File: src/rtl/wb_sdram_master_pkg.sv
// Shared definitions for the Wishbone SDRAM initiator: cycle-type codes and
// the FSM state encoding. No ports.
package wb_master_pkg;

  localparam logic [2:0] CTI_CLASSIC = 3'b000;
  localparam logic [2:0] CTI_INCR    = 3'b010;
  localparam logic [2:0] CTI_EOB     = 3'b111;

  typedef enum logic [1:0] {
    IDLE,
    REQ,
    HOLD
  } wbm_state_t;

endpackage

File: src/rtl/wb_sdram_master_if.sv
// Wishbone B3 bus between the initiator and the SDRAM controller slave port.
//   master modport: drives cyc/stb/we/addr/dat_o/sel/cti, receives dat_i/ack
//   slave  modport: the mirror view
interface wb_sdram_master_if #(
  parameter int dw     = 32,
  parameter int APP_AW = 26
) ();

  logic              wb_cyc_o;
  logic              wb_stb_o;
  logic              wb_we_o;
  logic [APP_AW-1:0] wb_addr_o;
  logic [dw-1:0]     wb_dat_o;
  logic [dw/8-1:0]   wb_sel_o;
  logic [2:0]        wb_cti_o;
  logic [dw-1:0]     wb_dat_i;
  logic              wb_ack_i;

  modport master (
    output wb_cyc_o, wb_stb_o, wb_we_o, wb_addr_o, wb_dat_o, wb_sel_o, wb_cti_o,
    input  wb_dat_i, wb_ack_i
  );

  modport slave (
    input  wb_cyc_o, wb_stb_o, wb_we_o, wb_addr_o, wb_dat_o, wb_sel_o, wb_cti_o,
    output wb_dat_i, wb_ack_i
  );

endinterface

File: src/rtl/wb_sdram_master.sv
// Wishbone B3 initiator for the SDRAM controller. Turns read/write burst
// commands into classic (len 1) or incrementing-burst cycles, streams write
// beats in and read beats out, and only accepts work once sdr_init_done is up.
// Ports:
//   wb_clk_i, wb_resetn        clock, async active-low reset
//   sdr_init_done              memory ready; sampled in IDLE only
//   cmd_valid/ready/we/addr/len  burst command handshake (len 0 means 1)
//   wr_valid/wr_data/wr_ready  write beat stream; wr_ready marks a consumed beat
//   rd_valid/rd_data           read beat stream (one-cycle pulses, no stall)
//   done/err                   completion pulse; err also on ack timeout
//   wb                         Wishbone master view of the bus
module wb_sdram_master
  import wb_master_pkg::*;
#(
  parameter int dw      = 32,
  parameter int APP_AW  = 26,
  parameter int LEN_W   = 5,
  parameter int TIMEOUT = 1024
) (
  input  logic              wb_clk_i,
  input  logic              wb_resetn,
  input  logic              sdr_init_done,
  input  logic              cmd_valid,
  output logic              cmd_ready,
  input  logic              cmd_we,
  input  logic [APP_AW-1:0] cmd_addr,
  input  logic [LEN_W-1:0]  cmd_len,
  input  logic              wr_valid,
  input  logic [dw-1:0]     wr_data,
  output logic              wr_ready,
  output logic              rd_valid,
  output logic [dw-1:0]     rd_data,
  output logic              done,
  output logic              err,
  wb_sdram_master_if.master wb
);

  localparam int                TMO_W = (TIMEOUT > 2) ? $clog2(TIMEOUT) : 1;
  localparam logic [APP_AW-1:0] STEP  = APP_AW'(dw / 8);
  localparam logic [TMO_W-1:0]  TMO_LAST = TMO_W'(TIMEOUT - 1);

  wbm_state_t        state_q, state_d;
  logic              cyc_q, cyc_d, stb_q, stb_d, we_q, we_d;
  logic [APP_AW-1:0] addr_q, addr_d;
  logic [dw-1:0]     dat_q, dat_d;
  logic [2:0]        cti_q, cti_d;
  logic [LEN_W-1:0]  len_q, len_d, beat_q, beat_d;
  logic [TMO_W-1:0]  tmo_q, tmo_d;
  logic              rdv_q, rdv_d, done_q, done_d, err_q, err_d, rdy_q, rdy_d;
  logic [dw-1:0]     rdat_q, rdat_d;
  logic              load;
  logic              last_beat;

  assign last_beat = (beat_q == len_q - LEN_W'(1));

  always_comb begin
    state_d = state_q;
    cyc_d   = cyc_q;
    stb_d   = stb_q;
    we_d    = we_q;
    addr_d  = addr_q;
    dat_d   = dat_q;
    cti_d   = cti_q;
    len_d   = len_q;
    beat_d  = beat_q;
    tmo_d   = tmo_q;
    rdat_d  = rdat_q;
    rdv_d   = 1'b0;
    done_d  = 1'b0;
    err_d   = 1'b0;
    load    = 1'b0;
    case (state_q)
      IDLE: begin
        // rdy_q already folds in sdr_init_done and being idle
        if (cmd_valid && rdy_q) begin
          we_d   = cmd_we;
          addr_d = cmd_addr;
          len_d  = (cmd_len == '0) ? LEN_W'(1) : cmd_len;
          beat_d = '0;
          tmo_d  = '0;
          cti_d  = (cmd_len > LEN_W'(1)) ? CTI_INCR : CTI_CLASSIC;
          cyc_d  = 1'b1;
          if (!cmd_we) begin
            stb_d   = 1'b1;
            state_d = REQ;
          end else if (wr_valid) begin
            load    = 1'b1;
            stb_d   = 1'b1;
            state_d = REQ;
          end else begin
            stb_d   = 1'b0;
            state_d = HOLD;
          end
        end
      end
      REQ: begin
        if (wb.wb_ack_i) begin
          tmo_d = '0;
          if (!we_q) begin
            rdv_d  = 1'b1;
            rdat_d = wb.wb_dat_i;
          end
          if (last_beat) begin
            cyc_d   = 1'b0;
            stb_d   = 1'b0;
            done_d  = 1'b1;
            state_d = IDLE;
          end else begin
            beat_d = beat_q + LEN_W'(1);
            addr_d = addr_q + STEP;
            cti_d  = (beat_d == len_q - LEN_W'(1)) ? CTI_EOB : CTI_INCR;
            if (we_q) begin
              if (wr_valid) begin
                load = 1'b1;
              end else begin
                // source starved: park with cyc held so the burst stays open
                stb_d   = 1'b0;
                state_d = HOLD;
              end
            end
          end
        end else if (tmo_q == TMO_LAST) begin
          cyc_d   = 1'b0;
          stb_d   = 1'b0;
          done_d  = 1'b1;
          err_d   = 1'b1;
          state_d = IDLE;
        end else begin
          tmo_d = tmo_q + TMO_W'(1);
        end
      end
      HOLD: begin
        if (wr_valid) begin
          load    = 1'b1;
          stb_d   = 1'b1;
          tmo_d   = '0;
          state_d = REQ;
        end
      end
      default: state_d = IDLE;
    endcase
    if (load) dat_d = wr_data;
    rdy_d = (state_d == IDLE) && sdr_init_done;
  end

  always_ff @(posedge wb_clk_i or negedge wb_resetn) begin
    if (!wb_resetn) begin
      state_q <= IDLE;
      cyc_q   <= 1'b0;
      stb_q   <= 1'b0;
      we_q    <= 1'b0;
      addr_q  <= '0;
      dat_q   <= '0;
      cti_q   <= CTI_CLASSIC;
      len_q   <= '0;
      beat_q  <= '0;
      tmo_q   <= '0;
      rdv_q   <= 1'b0;
      rdat_q  <= '0;
      done_q  <= 1'b0;
      err_q   <= 1'b0;
      rdy_q   <= 1'b0;
    end else begin
      state_q <= state_d;
      cyc_q   <= cyc_d;
      stb_q   <= stb_d;
      we_q    <= we_d;
      addr_q  <= addr_d;
      dat_q   <= dat_d;
      cti_q   <= cti_d;
      len_q   <= len_d;
      beat_q  <= beat_d;
      tmo_q   <= tmo_d;
      rdv_q   <= rdv_d;
      rdat_q  <= rdat_d;
      done_q  <= done_d;
      err_q   <= err_d;
      rdy_q   <= rdy_d;
    end
  end

  assign cmd_ready    = rdy_q;
  assign wr_ready     = load;
  assign rd_valid     = rdv_q;
  assign rd_data      = rdat_q;
  assign done         = done_q;
  assign err          = err_q;
  assign wb.wb_cyc_o  = cyc_q;
  assign wb.wb_stb_o  = stb_q;
  assign wb.wb_we_o   = we_q;
  assign wb.wb_addr_o = addr_q;
  assign wb.wb_dat_o  = dat_q;
  assign wb.wb_sel_o  = '1;
  assign wb.wb_cti_o  = cti_q;

endmodule

File: src/flat_wrapper.sv
// flat-port wrapper written by rule: the top's interface ports become plain ports
module wb_sdram_master_flat import wb_master_pkg::*;
#(
  parameter int dw      = 32,
  parameter int APP_AW  = 26,
  parameter int LEN_W   = 5,
  parameter int TIMEOUT = 1024
)
  (wb_clk_i, wb_resetn, sdr_init_done, cmd_valid, cmd_ready, cmd_we, cmd_addr, cmd_len, wr_valid, wr_data, wr_ready, rd_valid, rd_data, done, err, wb_wb_cyc_o, wb_wb_stb_o, wb_wb_we_o, wb_wb_addr_o, wb_wb_dat_o, wb_wb_sel_o, wb_wb_cti_o, wb_wb_dat_i, wb_wb_ack_i);
  wb_sdram_master_if #(.dw(dw), .APP_AW(APP_AW)) wb_i ();
  input  logic wb_clk_i;
  input  logic wb_resetn;
  input  logic sdr_init_done;
  input  logic cmd_valid;
  output logic cmd_ready;
  input  logic cmd_we;
  input  logic [APP_AW-1:0] cmd_addr;
  input  logic [LEN_W-1:0] cmd_len;
  input  logic wr_valid;
  input  logic [dw-1:0] wr_data;
  output logic wr_ready;
  output logic rd_valid;
  output logic [dw-1:0] rd_data;
  output logic done;
  output logic err;
  output wire logic [$bits(wb_i.wb_cyc_o)-1:0] wb_wb_cyc_o;
  output wire logic [$bits(wb_i.wb_stb_o)-1:0] wb_wb_stb_o;
  output wire logic [$bits(wb_i.wb_we_o)-1:0] wb_wb_we_o;
  output wire logic [$bits(wb_i.wb_addr_o)-1:0] wb_wb_addr_o;
  output wire logic [$bits(wb_i.wb_dat_o)-1:0] wb_wb_dat_o;
  output wire logic [$bits(wb_i.wb_sel_o)-1:0] wb_wb_sel_o;
  output wire logic [$bits(wb_i.wb_cti_o)-1:0] wb_wb_cti_o;
  input wire logic [$bits(wb_i.wb_dat_i)-1:0] wb_wb_dat_i;
  input wire logic [$bits(wb_i.wb_ack_i)-1:0] wb_wb_ack_i;
  assign wb_wb_cyc_o = wb_i.wb_cyc_o;
  assign wb_wb_stb_o = wb_i.wb_stb_o;
  assign wb_wb_we_o = wb_i.wb_we_o;
  assign wb_wb_addr_o = wb_i.wb_addr_o;
  assign wb_wb_dat_o = wb_i.wb_dat_o;
  assign wb_wb_sel_o = wb_i.wb_sel_o;
  assign wb_wb_cti_o = wb_i.wb_cti_o;
  assign wb_i.wb_dat_i = wb_wb_dat_i;
  assign wb_i.wb_ack_i = wb_wb_ack_i;
  wb_sdram_master #(.dw(dw), .APP_AW(APP_AW), .LEN_W(LEN_W), .TIMEOUT(TIMEOUT)) u_core (.wb_clk_i(wb_clk_i), .wb_resetn(wb_resetn), .sdr_init_done(sdr_init_done), .cmd_valid(cmd_valid), .cmd_ready(cmd_ready), .cmd_we(cmd_we), .cmd_addr(cmd_addr), .cmd_len(cmd_len), .wr_valid(wr_valid), .wr_data(wr_data), .wr_ready(wr_ready), .rd_valid(rd_valid), .rd_data(rd_data), .done(done), .err(err), .wb(wb_i));
endmodule
File: config.mk
export PLATFORM = sky130hd
export DESIGN_NAME = wb_sdram_master_flat
export DESIGN_NICKNAME = d
export VERILOG_FILES = /design/src/rtl/wb_sdram_master_pkg.sv /design/src/rtl/wb_sdram_master_if.sv /design/src/rtl/wb_sdram_master.sv /design/src/flat_wrapper.sv
export SDC_FILE = /design/constraint.sdc
export NUM_CORES = 1
export LEC_CHECK = 0
export ABC_AREA = 1
export BUFFER_PORTS_ARGS = -buffer_cell sky130_fd_sc_hd__buf_2
export CAP_MARGIN = 15
export CORE_ASPECT_RATIO = 1.2
export CORE_MARGIN = 1
export CORE_UTILIZATION = 45
export CTS_BUF_LIST = sky130_fd_sc_hd__clkbuf_16
export CTS_CLUSTER_DIAMETER = 200
export CTS_CLUSTER_SIZE = 8
export DETAILED_ROUTE_END_ITERATION = 8
export PLACE_DENSITY = 0.8
export REMOVE_ABC_BUFFERS = 1
export SYNTH_ARGS = -nofsm -noshare
export SYNTH_HDL_FRONTEND = slang
export SYNTH_SLANG_ARGS = --single-unit
File: constraint.sdc
create_clock -name wb_clk_i -period 2.99 [get_ports wb_clk_i]
set_input_delay 0.4485 -clock wb_clk_i [delete_from_list [all_inputs] [get_ports wb_clk_i]]
set_output_delay 0.4485 -clock wb_clk_i [all_outputs]
set_load 0.01 [all_outputs]
==> results.sh <==
export IMPL_p_int_mw=5.00
export IMPL_wire_per_inst_um=13.5
export IMPL_stdcell_area_um2=8180
export IMPL_overflow=0
export IMPL_power_net_switching_mw=3.47
export IMPL_detail_route_antenna_nets=0
export IMPL_timing_final_ws_setup_ps=194
export IMPL_wl_um=16200
export IMPL_fin_util_pct=58.9
export IMPL_final_setup_skew_ps=13.7
export IMPL_synthSimpleGateAreaFrac_pct=34.1
export IMPL_finalSetupViolCount=0
export IMPL_cts_tree="built"
export IMPL_grtUsageTotal_pct=22.9
export IMPL_timing_final_crit_share_pct=93.5
export IMPL_path_buf_inv=4
export IMPL_path_cells="inv_2 -> ha_1 -> inv_1 -> nand2_1 -> nand2_1 -> nand2_1 -> nand3_2 -> nor2_4 -> nand2_4 -> nand3_2 -> nand2_4 -> nand2_8 -> inv_2 -> buf_2"
export IMPL_p_seq_share_pct=33.9
export IMPL_row_count=47
export IMPL_clock_power_share_pct=25.5
export IMPL_switching_share_pct=41.0
export IMPL_cts_resized=0
export IMPL_drtPass1Iterations=7
export IMPL_die_h_um=133
export IMPL_rsz0062_at_grt="no"
export IMPL_final_cells=1199
export IMPL_whs_ps=57.4
export IMPL_place_congestion=0.907
export IMPL_power_frac_comb_pct=40.6
export IMPL_startpoint_type="register"
export IMPL_core_um2=13900
export IMPL_post_cts_buffers=0
export IMPL_drive_above_1_share_pct=31.5
export IMPL_crit_path_end_kind="output port"
export IMPL_die_area_um2=14800
export IMPL_power_mw=8.47
export IMPL_syn_mean_instance_area_um2=7.91
export IMPL_cts_root_buf="clkbuf_16"
export IMPL_synth_top_family_by_area="simple AND/OR/NAND/NOR gates"
export IMPL_criticalPathCategory="reg2out"
export IMPL_hpwl_um=11400
export IMPL_cts_buffers=17
export IMPL_finalCriticalPeriod_ps=2800
export IMPL_finalNetCount=1126
export IMPL_status="finished with violations"
export IMPL_boundaryPins=207
export IMPL_yosys_warnings=0
export IMPL_synthMuxAreaShare_pct=0.349
export IMPL_synthesis_area_um2=6460
export IMPL_num_vias=5994
export IMPL_slew_viol_final=0
export IMPL_synth_edff_count=0
export IMPL_yosysSeqAreaShare_pct=46.9
export IMPL_drv_cap=0
export IMPL_synth_fa_ha_area_share_pct=1.55
export IMPL_ys_flop_type="dfrtp_1"
export IMPL_slew_headroom_pct=37.0
export IMPL_min_path_type="in2async"
export IMPL_drc_errors=14
export IMPL_violations="design-rule violations"
export IMPL_ys_seq_elements=121
export IMPL_syn_inst=816
export IMPL_cpMostUsedCell="nand2_1"
export IMPL_grt_pass1_wl_um=27100
export IMPL_worst_ir_drop_vdd_v=0.000604
export IMPL_num_fill_cells=1252
export IMPL_antenna_cells=0
export IMPL_initial_core_util_pct=46.5
export IMPL_slowest_delay_ps=400
export IMPL_drtIter0Drc=315
export IMPL_placedCellCount=1167
export IMPL_port_buffers=202
export IMPL_worst_pin_slew_ps=945
export IMPL_pwr_density_cell_nw_per_um2=1040
export IMPL_grt_max_degree=58
export IMPL_via_per_inst=5.00
export IMPL_antenna_found_initial=1
export IMPL_slowest_stage="dfrtp_1"
export IMPL_hold_viol_final=0
export IMPL_ys_async_sr_fraction_pct=100
export IMPL_dpl_instance_area_um2=7540
export IMPL_tns_ps=0
export IMPL_synth_compound_area_share_pct=8.08
export IMPL_worstSkewPairLatency_ps=420
export IMPL_cts_num_sinks=121
export IMPL_cts_buffer_depth=2
export IMPL_leakagePower_nw=4.40
export IMPL_crit_fanout=17
export IMPL_arrival_ps=2350
export IMPL_critPathRequiredTime_ps=2540
export IMPL_die_w_um=111
export IMPL_grt_pass1_vias=5839
export IMPL_pre_cts_ws_ps=629
export IMPL_ys_types=43
export IMPL_cts_htree_levels=4
export IMPL_synth_xor_area_share_pct=1.63
export IMPL_area_delta_synth_final_pct=26.7
export IMPL_path_clk_slew_ps=60
export IMPL_max_clock_freq_mhz=358
export IMPL_crit_family="simple AND/OR/NAND/NOR gates"
layout by cell type, fill, tap and decap left out, types with 6 or more instances in the layout:
cell       instances
buf_2            201
xnor2_1            7
o21ai_0           24
nand4_1            9
clkbuf_16         17
nor3_1             8
buf_4              7
nand2_1          299
a21boi_0           7
dfrtp_1          121
ha_1               8
nand3_1           71
nand2_2           35
inv_1             58
o21ai_2           17
o21a_1             6
nor2_1            47
nor2_2             6
a21oi_1           15
state kept, by name (all words and copies together) (netlist names):
name / cells
u_core.err: 1
u_core.wb.wb_cti_o: 2
u_core.wb.wb_stb_o: 1
u_core.wb.wb_dat_o: 32
u_core.done: 1
u_core.tmo_q: 10
u_core.wb.wb_addr_o: 26
u_core.wb.wb_cyc_o: 1
u_core.len_q: 5
u_core.rd_valid: 1
u_core.cmd_ready: 1
u_core.rd_data: 32
u_core.wb.wb_we_o: 1
u_core.state_q: 2
u_core.beat_q: 5
what timing repair did:
| item | in CTS | in global routing |
|---|---|---|
| hold buffers | 0 | 0 |
| endpoints found under the hold margin | 0 | 0 |
| setup endpoints to repair | 0 | 1 |
cell type report:
class | count | area (um2) | area share, %
Clock inverter | 14 | 198 | 2.42
Inverter | 62 | 233 | 2.85
Multi-Input combinational cell | 604 | 2980 | 36.5
Clock buffer | 17 | 425 | 5.20
Tap cell | 171 | 214 | 2.62
Timing Repair Buffer | 210 | 1100 | 13.4
Sequential cell | 121 | 3030 | 37.0
path summary, 6_finish.rpt:
path | slack, ps | to | cells after the start | start
worst max-delay path | 190 | wr_ready | 14 | u_core.len_q[0]
worst min-delay path | 60 | u_core.wb.wb_dat_o[19] | 1 | wb_resetn
worst max register to register | 770 | u_core.wb.wb_addr_o[8] | 8 | u_core.state_q[0]
worst min register to register | 460 | u_core.rd_data[24] | 2 | u_core.rd_data[24]
max in group asynchronous | 2080 | u_core.wb.wb_addr_o[17] | 2 | wb_resetn
min in group wb_clk_i | 220 | u_core.rd_data[13] | 3 | wb_wb_dat_i[13]
routing by layer:
layer / up-vias / GRT usage, % / share of wire [%]
met5: - / 0 / 0.080
met4: 2 / 9.46 / 1.7
met3: 24 / 5.91 / 6.2
met2: 211 / 40.1 / 50
met1: 2771 / 26.6 / 42
li1: 2986 / - / -
kinds of logic after synthesis:
kind of cell / Yosys count
xor gates and xnor gates: 12
AOI/OAI and AO/OA: 81
adders and majority gates: 8
muxes: 2
other: 1
buffers and inverters: 95
DFF: 121
and+or+nand+nor: 496
synthesized netlist by cell type (9+ instances only):
cell type,number,area share (%)
nand2_1,299,17
dfrtp_1,121,47
nand3_1,71,5.5
inv_1,58,3.4
nor2_1,49,2.8
nand2_2,35,3.4
o21ai_0,24,1.9
o21ai_2,17,2.3
a21oi_1,15,1.2
clkbuf_1,14,0.81
nand4_1,9,0.87
power groups by stage:
stage          sequential, mW  combinational, mW  clock [mW]
2_1_floorplan            3.07               1.94           0
3_3_place_gp             2.87               3.35           0
3_5_place_dp             2.87               3.45           0
4_1_cts                  2.87               3.46        2.19
5_1_grt                  2.97               3.88        2.27
6_report                 2.87               3.44        2.16
worst register-to-register path: cells and delay by family (launching register included):
family / cells / cell delay [ps]
and+or+nand+nor: 3 / 650
adders and majority gates: 1 / 250
AOI/OAI and AO/OA: 2 / 410
buffers and inverters: 2 / 430
DFF: 1 / 380
No activity file was read; power rests on OpenSTA's default activity.
